**src/rtl/testbasic23_pair_sink_pkg.sv**
```systemverilog
// Shared types and constants for the TestBasic23 pair sink.
package testbasic23_types;

  // Sink sequencing: take the unsigned word, then the signed word, then offer the sum.
  typedef enum logic [1:0] {
    sink_read_u = 2'd0,
    sink_read_s = 2'd1,
    sink_write  = 2'd2
  } SinkSections;

  // Limits of the signed 32-bit result range.
  localparam logic [31:0] INT_MAX = 32'h7FFF_FFFF;
  localparam logic [31:0] INT_MIN = 32'h8000_0000;

endpackage

```
**src/rtl/testbasic23_pair_sink_sat_add.sv**
```systemverilog
// Combinational unsigned-plus-signed 32-bit adder with optional clamp to the signed range.
module sat_add_u32_s32
  import testbasic23_types::*;
#(
  parameter int SATURATE = 1
) (
  input  logic        [31:0] a,
  input  logic signed [31:0] b,
  output logic        [31:0] sum,
  output logic               sat
);

  logic [33:0] sumWide;
  logic        posOvf;
  logic        negOvf;

  // 34 bits hold every possible u32 + s32 result exactly, so the top three bits
  // agree exactly when the value fits in signed 32 bits.
  assign sumWide = {2'b00, a} + {{2{b[31]}}, b};
  assign posOvf  = ~sumWide[33] & (sumWide[32] | sumWide[31]);
  assign negOvf  =  sumWide[33] & ~(sumWide[32] & sumWide[31]);

  // Pick wrapped low bits or the clamped limit depending on the build option.
  always_comb begin
    sum = sumWide[31:0];
    sat = 1'b0;
    if (SATURATE != 0) begin
      if (posOvf) begin
        sum = INT_MAX;
        sat = 1'b1;
      end else if (negOvf) begin
        sum = INT_MIN;
        sat = 1'b1;
      end
    end
  end

endmodule

```
**src/rtl/testbasic23_pair_sink.sv**
```systemverilog
// Pair sink: collects an unsigned word then a signed word, emits their (saturated)
// sum on a ready/valid output and counts completed output transfers.
module testbasic23_pair_sink
  import testbasic23_types::*;
#(
  parameter int SATURATE = 1,
  parameter int CNT_W    = 16
) (
  input  logic                    clk,
  input  logic                    rst,
  input  logic        [31:0]      b_in,
  input  logic                    b_in_sync,
  output logic                    b_in_notify,
  input  logic signed [31:0]      b_in2,
  input  logic                    b_in2_sync,
  output logic                    b_in2_notify,
  output logic        [31:0]      result_out,
  input  logic                    result_out_sync,
  output logic                    result_out_notify,
  output logic                    sat_out,
  output logic        [CNT_W-1:0] pair_count_out
);

  SinkSections      state_q;
  SinkSections      state_d;
  logic [31:0]      uReg_q;
  logic [31:0]      result_q;
  logic             sat_q;
  logic [CNT_W-1:0] count_q;

  logic             takeU;
  logic             takeS;
  logic             giveResult;
  logic [31:0]      addSum;
  logic             addSat;

  // A transfer needs both the partner's sync and our own notify; notifies come
  // straight from the state register, so no sync input reaches a notify output.
  assign takeU      = b_in_notify       & b_in_sync;
  assign takeS      = b_in2_notify      & b_in2_sync;
  assign giveResult = result_out_notify & result_out_sync;

  sat_add_u32_s32 #(
    .SATURATE(SATURATE)
  ) uSatAdd (
    .a  (uReg_q),
    .b  (b_in2),
    .sum(addSum),
    .sat(addSat)
  );

  // State register; reset drops any partial pair and restarts at the unsigned read.
  always_ff @(posedge clk or negedge rst) begin
    if (!rst) begin
      state_q <= sink_read_u;
    end else begin
      state_q <= state_d;
    end
  end

  // Advance one section per completed transfer; otherwise hold (this is where backpressure stalls).
  always_comb begin
    state_d = state_q;
    case (state_q)
      sink_read_u: if (takeU)      state_d = sink_read_s;
      sink_read_s: if (takeS)      state_d = sink_write;
      sink_write:  if (giveResult) state_d = sink_read_u;
      default:                     state_d = sink_read_u;
    endcase
  end

  // Exactly one port is offered at a time, decoded from the registered state.
  always_comb begin
    b_in_notify       = 1'b0;
    b_in2_notify      = 1'b0;
    result_out_notify = 1'b0;
    case (state_q)
      sink_read_u: b_in_notify       = 1'b1;
      sink_read_s: b_in2_notify      = 1'b1;
      sink_write:  result_out_notify = 1'b1;
      default:     b_in_notify       = 1'b1;
    endcase
  end

  // Capture operands and result; result/sat only change on the signed-word transfer,
  // so they stay stable for the whole time the output is offered.
  always_ff @(posedge clk or negedge rst) begin
    if (!rst) begin
      uReg_q   <= '0;
      result_q <= '0;
      sat_q    <= 1'b0;
      count_q  <= '0;
    end else begin
      if (takeU) begin
        uReg_q <= b_in;
      end
      if (takeS) begin
        result_q <= addSum;
        sat_q    <= addSat;
      end
      if (giveResult) begin
        count_q <= count_q + CNT_W'(1);
      end
    end
  end

  assign result_out     = result_q;
  assign sat_out        = sat_q;
  assign pair_count_out = count_q;

endmodule

```
**config.mk**
```make
export PLATFORM = sky130hd
export DESIGN_NAME = testbasic23_pair_sink
export DESIGN_NICKNAME = d
export VERILOG_FILES = /design/src/rtl/testbasic23_pair_sink_pkg.sv /design/src/rtl/testbasic23_pair_sink_sat_add.sv /design/src/rtl/testbasic23_pair_sink.sv
export SDC_FILE = /design/constraint.sdc
export NUM_CORES = 1
export LEC_CHECK = 0
export BUFFER_PORTS_ARGS = -buffer_cell sky130_fd_sc_hd__buf_4
export CORE_MARGIN = 4
export CORE_UTILIZATION = 45
export DETAILED_ROUTE_END_ITERATION = 8
export PLACE_DENSITY = 0.69
export SETUP_SLACK_MARGIN = 0.2
export SYNTH_ARGS = -nofsm -noshare
export SYNTH_HDL_FRONTEND = slang
export SYNTH_SLANG_ARGS = --single-unit
export TNS_END_PERCENT = 1
```
**constraint.sdc**
```tcl
create_clock -name clk -period 4.5 [get_ports clk]
set_input_delay 0.9 -clock clk [delete_from_list [all_inputs] [get_ports clk]]
set_output_delay 0.9 -clock clk [all_outputs]
set_load 0.02 [all_outputs]
```
=== Word-level counts from Yosys, hierarchy flattened ===
Cells that the tools add are included.

* Input port bits: 69
* Output and inout port bits: 52
* Register bits after elaboration: 83
* Word-level logic and storage cells: 35

* Bitwise operators: 9
* Reductions and logical operators: 3
* Mux-type cells: 11
* Eq/ne operators: 5
* Add/sub/neg operators: 2

{| class="wikitable"
|+ Operator list
! operator !! count
|-
| 32-bit two-way mux || 2
|-
| 33-bit by 32-bit adder with 34-bit output || 1
|-
| 16-bit by 1-bit adder with 16-bit output (second input constant) || 1
|-
| 1-bit bitwise AND || 6
|-
| 2-bit two-way mux || 3
|-
| 2-bit inequality test (second input constant) || 3
|-
| 2-bit case mux with 3 select lines || 1
|-
| 1-bit two-way mux || 5
|-
| 3-bit AND reduction || 1
|-
| 2-bit by 1-bit == test with 1-bit output (second input constant) || 1
|-
| 2-bit == test (second input constant) || 1
|-
| 2-bit logical NOT || 1
|-
| 1-bit inverter || 2
|-
| 2-bit OR reduction || 1
|-
| 1-bit OR || 1
|}

=== Logic depth before layout (Yosys ltp) ===
Gate-level depths: netlist (run 1).

* Word-level depth: 6
* Gate-level depth with buffers: 14
* Depth with buffers taken out: 12

=== Hierarchy ===
Synthesis (run 1) repeated with hierarchy kept, for this count alone.

* Cell total of the unflattened synthesis: 494
* Area, all modules: 5320.1 sq um

{| class="wikitable"
|+ Modules (own cells, without submodules)
! module !! area each (sq um) !! cells an instance !! seq. area each (sq um) !! instances
|-
| testbasic23_pair_sink || 3284.4 || 216 || 2077.0 || 1
|-
| sat_add_u32_s32 || 2035.7 || 278 || 0.0 || 1
|}

=== Least setup slack after synthesis (run 1) ===
Ideal clock, no wire load.

* Path kind: input to register
* Start point: in b_in2[0]
* End point: reg result_q[10] (netlist: result_out[10])
* Required time: 4.374 ns
* Buffers on the path: 2
* Stages on the path: 14
* Arrival time: 3.635 ns
* Setup time: 0.126 ns
* Path slack: 0.739 ns
* Cells stage by stage: ha_1 inv_1 fa_1 nand2b_1 a21oi_1 o21ai_1 o2111a_1 o32a_1 o31ai_4 xor2_2 o211a_1 buf_4 buf_6 a221o_1

* Cells in the longest elaborated chain, start to end: 6
* Elaborated cells on any way between the ends: 9
* Those cells by class: add/sub (1); mux (2); bitwise (6)

{| class="wikitable"
|+ Ends and longest elaborated chain
! item !! line !! text
|-
| start, declared || testbasic23_pair_sink.sv:14 || <nowiki>input logic signed [31:0] b_in2,</nowiki>
|-
| 33-bit by 32-bit adder with 34-bit output * || testbasic23_pair_sink_sat_add.sv:19 || <nowiki>assign sumWide = {2'b00, a} + {{2{b[31]}}, b};</nowiki>
|-
| 1-bit bitwise AND || testbasic23_pair_sink_sat_add.sv:21 || <nowiki>assign negOvf = sumWide[33] & ~(sumWide[32] & sumWide[31]);</nowiki>
|-
| 1-bit inverter || testbasic23_pair_sink_sat_add.sv:21 ||
|-
| 1-bit bitwise AND || testbasic23_pair_sink_sat_add.sv:21 ||
|-
| 32-bit two-way mux || testbasic23_pair_sink_sat_add.sv:31 || <nowiki>end else if (negOvf) begin</nowiki>
|-
| 32-bit two-way mux * || testbasic23_pair_sink_sat_add.sv:28 || <nowiki>if (posOvf) begin</nowiki>
|-
| end signal, assigned || testbasic23_pair_sink.sv:98 || <nowiki>result_q <= addSum;</nowiki>
|-
| end, declared || testbasic23_pair_sink.sv:27 || <nowiki>logic [31:0] result_q;</nowiki>
|}

Mark *: on every way between the ends. The rest lies on a longest branch, timed or not.
A chain may end at the register's enable or synchronous reset.

=== Worst setup path after layout (run 1) ===
* Start point: in b_in2[0]
* End point: reg result_q[12] (netlist: result_out[12])

Same word-level chain as after synthesis.

==> impl_metrics.toml, run 1 <==
[status]
status = "finished, final reports clean"

[synthesis]
synth_compound_area_share_pct = 20.6
synth_top_family_by_area = "compound AO/OA/AOI/OAI gates"
yosysUniqueCellTypes = 51
yosys_warnings = 0
syn-num-nets = 608
synth_ff_type = "dfrtp_1"
ys_ff_latch = 83
synthMuxAreaShare_pct = 7.03
synthAdderAreaFrac_pct = 9.43
synth-edff-count = 0
yosys.area_share.simple_pct = 10.8
synth_seq_area_share_pct = 40.5
synth_xor_area_share_pct = 7.84
syn_inst = 501
syn_avg_cell_area_sq_um = 10.2
ys_async_sr_fraction_pct = 100
synth_area_sq_mm = 0.00512

[critical_path]
reg2regPathDepth = 12
worstPathArrival_ns = 4.15
cp-start-kind = "input port"
r2r_setup_slack_ns = 0.89
crit_path_cell_trace = "buf_4 > ha_1 > inv_1 > fa_1 > nand2b_1 > a21oi_1 > o21ai_1 > o2111a_1 > o32a_1 > o31ai_4 > xor2_2 > o211a_2 > a221o_1"
end_kind = "flip-flop"
worst-path-buf-inv = 2
slowest_stage = "o211a_2"
crit_fanout = 29
rr_endpoint = "result_out[12]"
max_stage_delay_ns = 0.61
crit_family = "compound AO/OA/AOI/OAI gates"
r2r_start = "uReg_q[0]"
crit_type = "input port to flip-flop"
crit_required_ns = 4.77

[power]
p_per_area_mw_per_mm2 = 765
totalPowerFinal_w = 0.00487
irDropWorstVdd_uv = 366
leakage_nw = 2.94

[place]
dp_cells = 735
io_buffers = 120
gp_congestion = 0.834
dp_hpwl_microns = 9240

[drt]
top_layer = "met4"
via_per_inst = 5.62
drc_errors = 0
firstDrtPassIters = 5
via_count = 4219
post_drt_wl_per_cell_microns = 16.4
drt-total-wl_microns = 12300
drtIter0Drc = 275
wl_met2_microns = 5750
wl_met3_microns = 720
final_antenna_net_count = 0
m1WireLength_microns = 5620

[cts]
cts_tree = "yes"
cts-buffers-inserted = 9
htree_num_levels = 3
clk-insertion-delay-late_ns = 0.35
cts_hold_buf = 0
root_buffer = "clkbuf_16"
cts.sinks = 83
clk_pin_slew_ns = 0.06
clock_path_buffers = 2

[job]
max_cap_violations = 0

[floorplanning]
core_area_sq_mm = 0.0110
boundaryPins = 121
rows = 38
die_x_microns = 115
start_util_pct = 46.6
fp.dieH_microns = 115
die_area_sq_mm = 0.0132

[worst_hold_path]
holdPathStages = 1
hold_path.class = "flip-flop to flip-flop"
min_from = "pair_count_out[15]"
hold_end = "pair_count_out[15]"

[grt]
grt_overflow = 0
grt.total_usage_pct = 19.1
grt_pass1_wl_microns = 20100
antenna_found_initial = 0
grt_pass1_vias = 4119
grt_max_degree = 84

[sta]
clock_skew_ns = 0.00980
min_period_ns = 3.88
timing_worst_slew_pin_value_ns = 1.13
hold_viol_final = 0
rsz0062_at_grt = "false"
setup_viol = 0
clock.fmax_ghz = 0.258
final.period_utilization_pct = 86.2
slew_viol_final = 0
setup_tns_ns = 0
slew_headroom_pct = 24.8

[layout]
seq_area_sq_mm = 0.00208
fin_util_pct = 57.9
drive_gt1_share_pct = 28.8
fillers = 974
nets = 713
num_antenna_cells = 0
fin_cells = 751
areaGrowthSynthToFinish_pct = 24.1
multi_input_area_sq_mm = 0.00286
## worst reg2reg max path: cells and delay by family (launching register included)
kind	cells	cell delay, ns
flops	1	0.36
simple gates	1	0.18
compound gates	7	2.12
xor+xnor	1	0.24
fa+ha+maj	2	0.59
buf+inv	1	0.06
## where the power goes
group | internal [W] | total (W) | switching [W]
Clock | 0.000379 | 0.000699 | 0.000320
Combinational | 0.00129 | 0.00286 | 0.00157
Sequential | 0.00108 | 0.00130 | 0.000220
## state kept, by name, indices dropped and copies added, names as in the netlist
signal	cells
pair_count_out	16
result_out	32
sat_out	1
state_q	2
uReg_q	32
## layer usage
| metal | vias to the layer above | global-route usage, % |
|---|---|---|
| met2 | 113 | 29.9 |
| met4 | 0 | 6.89 |
| met5 | - | 0 |
| met3 | 15 | 2.96 |
| met1 | 2016 | 26.8 |
| li1 | 2075 | - |
## synthesized netlist by cell type (7+ instances only)
master / instances / share of area, %
mux2_2: 32 / 7.0
nand2_1: 27 / 2.0
a21o_1: 14 / 2.1
clkbuf_1: 18 / 1.3
xnor2_1: 27 / 4.6
inv_1: 17 / 1.2
nor2_1: 28 / 2.1
xor2_1: 17 / 2.9
a21oi_1: 37 / 3.6
ha_1: 37 / 9.0
dfrtp_1: 83 / 41
nand3_1: 13 / 1.3
o21ai_0: 27 / 2.6
and2_1: 7 / 0.85
nor3_1: 9 / 0.88
nand4_1: 11 / 1.3
a221o_1: 27 / 5.3
## stage by stage
stage / hold WS [ns] / setup WS, ns / instance area (sq um)
6_report: 0.478 / 0.620 / 6360
5_1_grt: 0.497 / 0.361 / 6360
4_1_cts: 0.479 / 0.380 / 6350
3_5_place_dp: 0.471 / 0.0181 / 6080
3_3_place_gp: 0.464 / 0.154 / 6080
2_1_floorplan: 0.485 / 0.739 / 5120
## logic make-up after synthesis
kind of cell,count (synthesis)
AOI/OAI and AO/OA,148
and+or+nand+nor,112
DFF,83
xor gates and xnor gates,45
buffers and inverters,43
adders and majority gates,38
muxes,32
## worst max path at each step
stage	startpoint	to	slack, ns	cells past startpoint
after floorplan	b_in2[0]	result_out[10]	0.74	14
after global placement	b_in2[0]	result_out[19]	0.15	13
after detailed placement	b_in2[0]	result_out[5]	0.02	13
after CTS	b_in2[0]	result_out[3]	0.38	13
after global routing	b_in2[0]	result_out[12]	0.36	13
final	b_in2[0]	result_out[12]	0.62	13
## cell type report
| class | instances | area share [%] |
|---|---|---|
| multi-input combinational | 375 | 45.0 |
| clock buffer | 10 | 3.60 |
| timing repair buffer | 120 | 14.2 |
| sequential | 83 | 32.7 |
| inverter | 17 | 1.00 |
| tap | 140 | 2.76 |
| clock inverter | 6 | 0.787 |
## placed cells by master (no fill, tap or decap), drive strengths merged, types with 10 or more instances in the layout
master / count
buf: 120
dfrtp: 83
a21oi: 37
ha: 37
mux2: 32
o21ai: 31
nor2: 29
nand2: 28
xnor2: 27
a221o: 27
inv: 18
xor2: 18
a21o: 14
nand3: 13
nand4: 11
clkbuf: 10
## repair_timing
action | 4_1_cts | 5_1_grt
setup endpoints to repair | 0 | 28
gates resized for setup | 0 | 2
setup buffers | 0 | 0
Power figures use the tool's default switching activity.
==> run 2: changes to the inputs <==
--- a/config.mk
+++ b/config.mk
@@ -6,11 +6,13 @@
 export NUM_CORES = 1
 export LEC_CHECK = 0
 export BUFFER_PORTS_ARGS = -buffer_cell sky130_fd_sc_hd__buf_4
+export CORE_ASPECT_RATIO = 1.1
 export CORE_MARGIN = 4
 export CORE_UTILIZATION = 45
 export DETAILED_ROUTE_END_ITERATION = 8
 export PLACE_DENSITY = 0.69
 export SETUP_SLACK_MARGIN = 0.2
+export SLEW_MARGIN = 20
 export SYNTH_ARGS = -nofsm -noshare
 export SYNTH_HDL_FRONTEND = slang
 export SYNTH_SLANG_ARGS = --single-unit
==> impl_metrics.toml, run 2 (synthesized netlist as in run 1, its figures left out) <==
[cts]
cts_hold_buf = 0
postCtsSetupBuffers = 0
htree_num_levels = 3
root_buffer = "clkbuf_16"
clock_path_buffers = 2
post_cts_resized = 0
clk-insertion-delay-late_ns = 0.34
clk_pin_slew_ns = 0.07
cts_tree = "yes"
cts.sinks = 83
cts-buffers-inserted = 9

[sta]
hold_viol_final = 0
final.period_utilization_pct = 82.5
rsz0062_at_grt = "false"
setup_tns_ns = 0
slew_headroom_pct = 31.9
clock.fmax_ghz = 0.269
timing_worst_slew_pin_value_ns = 1.02
clock_skew_ns = 0.00435
min_period_ns = 3.71
slew_viol_final = 0
setup_viol = 0

[floorplanning]
boundaryPins = 121
fp.dieH_microns = 120
die_x_microns = 110
core_area_sq_mm = 0.0110
start_util_pct = 46.5
rows = 40
die_area_sq_mm = 0.0132

[grt]
grt_pass1_wl_microns = 20500
grt_overflow = 0
grt_pass1_vias = 4202
antenna_found_initial = 0
grt.total_usage_pct = 19.4
grt_max_degree = 84

[power]
leakage_nw = 3.00
p_per_area_mw_per_mm2 = 777
irDropWorstVdd_uv = 293

[layout]
final_common_cell = "buf_4"
nets = 716
drive_gt1_share_pct = 29.0
num_antenna_cells = 0
fin_cells = 761
layout_common_cells = "buf_4 (122), dfrtp_1 (83), a21oi_1 (37), ha_1 (37), mux2_2 (32)"
areaGrowthSynthToFinish_pct = 25.7
fin_area_sq_mm = 0.00644
fillers = 992

[status]
status = "finished, final reports clean"

[critical_path]
crit_family = "compound AO/OA/AOI/OAI gates"
crit_required_ns = 4.72
cp-start-kind = "input port"
crit_path_cell_trace = "buf_4 > ha_1 > inv_1 > fa_1 > nand2b_1 > a21oi_1 > o21ai_1 > o2111a_1 > o32a_1 > o31ai_4 > xor2_2 > o211a_1 > buf_4 > a221o_1"
worst-path-buf-inv = 3
max_stage_delay_ns = 0.41
worstPathArrival_ns = 3.93
crit_fanout = 28
end_kind = "flip-flop"
crit_top_cell = "buf_4"
crit_type = "input port to flip-flop"
slowest_stage = "o32a_1"

[place]
post_dp_cell_area_sq_mm = 0.00611
dp_cells = 745
gp_congestion = 0.894
io_buffers = 120
dp_hpwl_microns = 9440

[drt]
post_drt_wl_per_cell_microns = 16.4
firstDrtPassIters = 5
drtIter0Drc = 239
final_antenna_net_count = 0
drc_errors = 0
via_per_inst = 5.63
drt-total-wl_microns = 12500
via_count = 4288

[job]
max_cap_violations = 0

[worst_hold_path]
hold_path.class = "flip-flop to flip-flop"
run 2: cell count changes in the layout (fill, tap and decap cells not counted), sizes merged:
cell      change
inv           +3
clkbuf        -1
clkinv        -3
clkinvlp      -1
bufinv        +2
buf           +3
run 2: stage by stage:
step	total power [W]	util (%)	hold WS [ns]	setup slack [ns]
finish	0.00501	58.5	0.478	0.786
floorplan	0.00336	-	0.485	0.739
global placement	0.00412	55.5	0.465	0.502
detailed placement	0.00418	55.5	0.472	0.434
CTS	0.00503	58.5	0.485	0.775
global route	0.00538	58.5	0.495	0.574
run 2: worst paths after layout:
kind                                     from                  to  slack (ns)  depth (start not counted)
min in group asynchronous                 rst           uReg_q[7]        0.61                          1
max in group asynchronous                 rst          state_q[1]        3.40                          1
setup / recovery                     b_in2[0]       result_out[7]        0.79                         14
hold / removal             pair_count_out[15]  pair_count_out[15]        0.48                          1
setup reg to reg                    uReg_q[0]       result_out[7]        1.08                         13
hold reg to reg            pair_count_out[15]  pair_count_out[15]        0.48                          1
run 2: final cells by class:
type	count	area, sq um	share of cell area, %
inverter	17	63.8	0.991
clock inverter	7	105	1.63
sequential	83	2080	32.2
clock buffer	9	225	3.50
multi-input combinational	375	2860	44.4
tap	147	184	2.86
timing repair buffer	123	927	14.4
run 2: power by group:
part	switching, W	leakage (nW)	internal (W)
clock	0.000324	0.159	0.000496
sequential	0.000213	1.01	0.00108
combinational	0.00159	1.82	0.00130
run 2: metal layers:
metal | up-vias | track usage, % | part of all wire (%)
li1 | 2072 | - | -
met1 | 2033 | 25.6 | 43
met2 | 159 | 31.6 | 48
met3 | 24 | 2.90 | 6.0
met4 | 0 | 8.26 | 2.8
met5 | - | 0 | 0
run 2: worst register-to-register path: cells and delay by family, from the launching register on:
family          cells  cell delay [ns]
flops               1             0.35
xor+xnor            1             0.14
fa+ha+maj           2             0.58
buf+inv             2             0.29
simple gates        1             0.18
compound gates      7             1.75
==> run 3: changes to the inputs <==
==> constraint.sdc (replaced) <==
create_clock -name clk -period 3.5 [get_ports clk]
set_input_delay 0.7 -clock clk [delete_from_list [all_inputs] [get_ports clk]]
set_output_delay 0.7 -clock clk [all_outputs]
set_load 0.02 [all_outputs]
==> impl_metrics.toml, run 3 (synthesized netlist as in run 1, its figures left out) <==
[critical_path]
end_kind = "flip-flop"
crit_type = "input port to flip-flop"
r2r_setup_slack_ns = 0.28
crit_fanout = 26
r2r_start = "uReg_q[0]"
crit_required_ns = 3.72
worstPathArrival_ns = 3.47
max_stage_delay_ns = 0.40
cp-start-kind = "input port"
crit_start = "b_in2[0]"
slowest_stage = "o32a_1"
crit_path_cell_trace = "buf_4 > ha_4 > inv_2 > fa_2 > nand2b_4 > a21oi_4 > o21ai_2 > o2111a_2 > o32a_1 > o31ai_4 > xor2_2 > a22o_1 > buf_12 > a221o_1"

[drt]
via_count = 4372
post_drt_wl_per_cell_microns = 16.4
drt-total-wl_microns = 12800
firstDrtPassIters = 4
drtIter0Drc = 201
drc_errors = 0
final_antenna_net_count = 0
via_per_inst = 5.61

[grt]
grt.total_usage_pct = 19.9
grt_overflow = 0
grt_pass1_wl_microns = 20700
grt_pass1_vias = 4258
antenna_found_initial = 0
grt_max_degree = 84

[cts]
clk_pin_slew_ns = 0.07
cts_tree = "yes"
clk-insertion-delay-late_ns = 0.34
htree_num_levels = 3
clock_path_buffers = 2
cts.sinks = 83
cts_hold_buf = 0
cts-buffers-inserted = 9
root_buffer = "clkbuf_16"

[floorplanning]
start_util_pct = 46.5
rows = 40
die_area_sq_mm = 0.0132
boundaryPins = 121
core_area_sq_mm = 0.0110
fp.dieH_microns = 120
die_x_microns = 110

[sta]
setup_tns_ns = 0
slew_viol_final = 0
clock.fmax_ghz = 0.308
slew_headroom_pct = 50.0
final.period_utilization_pct = 92.9
clock_skew_ns = 0.00744
setup_viol = 0
hold_viol_final = 0
timing_worst_slew_pin_value_ns = 0.751
rsz0062_at_grt = "true"
min_period_ns = 3.25

[worst_hold_path]
hold_path.class = "input port to asynchronous set/reset pin"

[job]
max_cap_violations = 0

[layout]
nets = 735
drive_gt1_share_pct = 32.4
layout_common_cells = "buf_4 (138), dfrtp_1 (83), a21oi_1 (36), ha_1 (36), mux2_2 (32)"
num_antenna_cells = 0
final_common_cell = "buf_4"
areaGrowthSynthToFinish_pct = 28.8
fin_cells = 780

[place]
dp_cells = 763
gp_congestion = 0.880
dp_hpwl_microns = 10000
io_buffers = 120

[status]
status = "finished, final reports clean"

[power]
p_per_area_mw_per_mm2 = 992
leakage_nw = 3.08
irDropWorstVdd_uv = 468
==> run 3: cell type report <==
cell class                      instances  area, sq um
Fill cell                             956         4410
Inverter                               17         63.8
Timing Repair Buffer                  142         1090
Clock inverter                          6         47.5
Sequential cell                        83         2080
Multi-Input combinational cell        375         2910
Tap cell                              147          184
Clock buffer                           10          229
==> run 3: metrics by stage <==
stage                     utilization, %  hold slack (ns)  total power [W]  cell area (sq um)  setup slack, ns
after global placement              57.1            0.463          0.00553               6280          -0.0627
after CTS                           59.6            0.477          0.00655               6560            0.223
after floorplan                        -            0.404          0.00435               5160           0.0406
final                               59.9            0.406          0.00655               6600            0.248
after global routing                59.9            0.483          0.00705               6600            0.144
after detailed placement            57.1            0.464          0.00562               6280           -0.124
==> run 3: path summary, 6_finish.rpt <==
path	endpoint	depth (start not counted)
setup / recovery	result_out[24]	14
hold / removal	uReg_q[7]	1
setup reg to reg	result_out[24]	13
hold reg to reg	pair_count_out[15]	1
max in group asynchronous	pair_count_out[7]	1
min in group clk	pair_count_out[15]	1
==> run 3: where the power goes <==
| part | internal, W | total (W) | switching, W |
|---|---|---|---|
| logic | 0.00184 | 0.00395 | 0.00210 |
| registers | 0.00139 | 0.00170 | 0.000308 |
| clock network | 0.000491 | 0.000899 | 0.000408 |
| total | 0.00373 | 0.00655 | 0.00282 |
==> run 3: critical path: cells and delay by family <==
family	cells	cell delay (ns)
AO/OA/AOI/OAI	7	1.69
adder cells (fa/ha/maj)	2	0.48
buffers and inverters	3	0.31
AND/OR/NAND/NOR	1	0.16
XOR/XNOR	1	0.14
==> run 3: repair_timing <==
item                                    4_1_cts  5_1_grt
hold endpoints to repair                      0        0
endpoints found under the setup margin        0       32
resized for setup                             0        6
buffers inserted                              0        1
==> run 3: metal layers <==
metal  wire [microns]  part of all wire, %  track usage (%)  vias to the layer above
met5                0                    0                0                        -
met3              735                  5.7             3.39                       22
met4              283                  2.2             7.17                        0
li1                 -                    -                -                     2112
met1             5490                   43             26.1                     2091
met2             6300                   49             32.7                      147
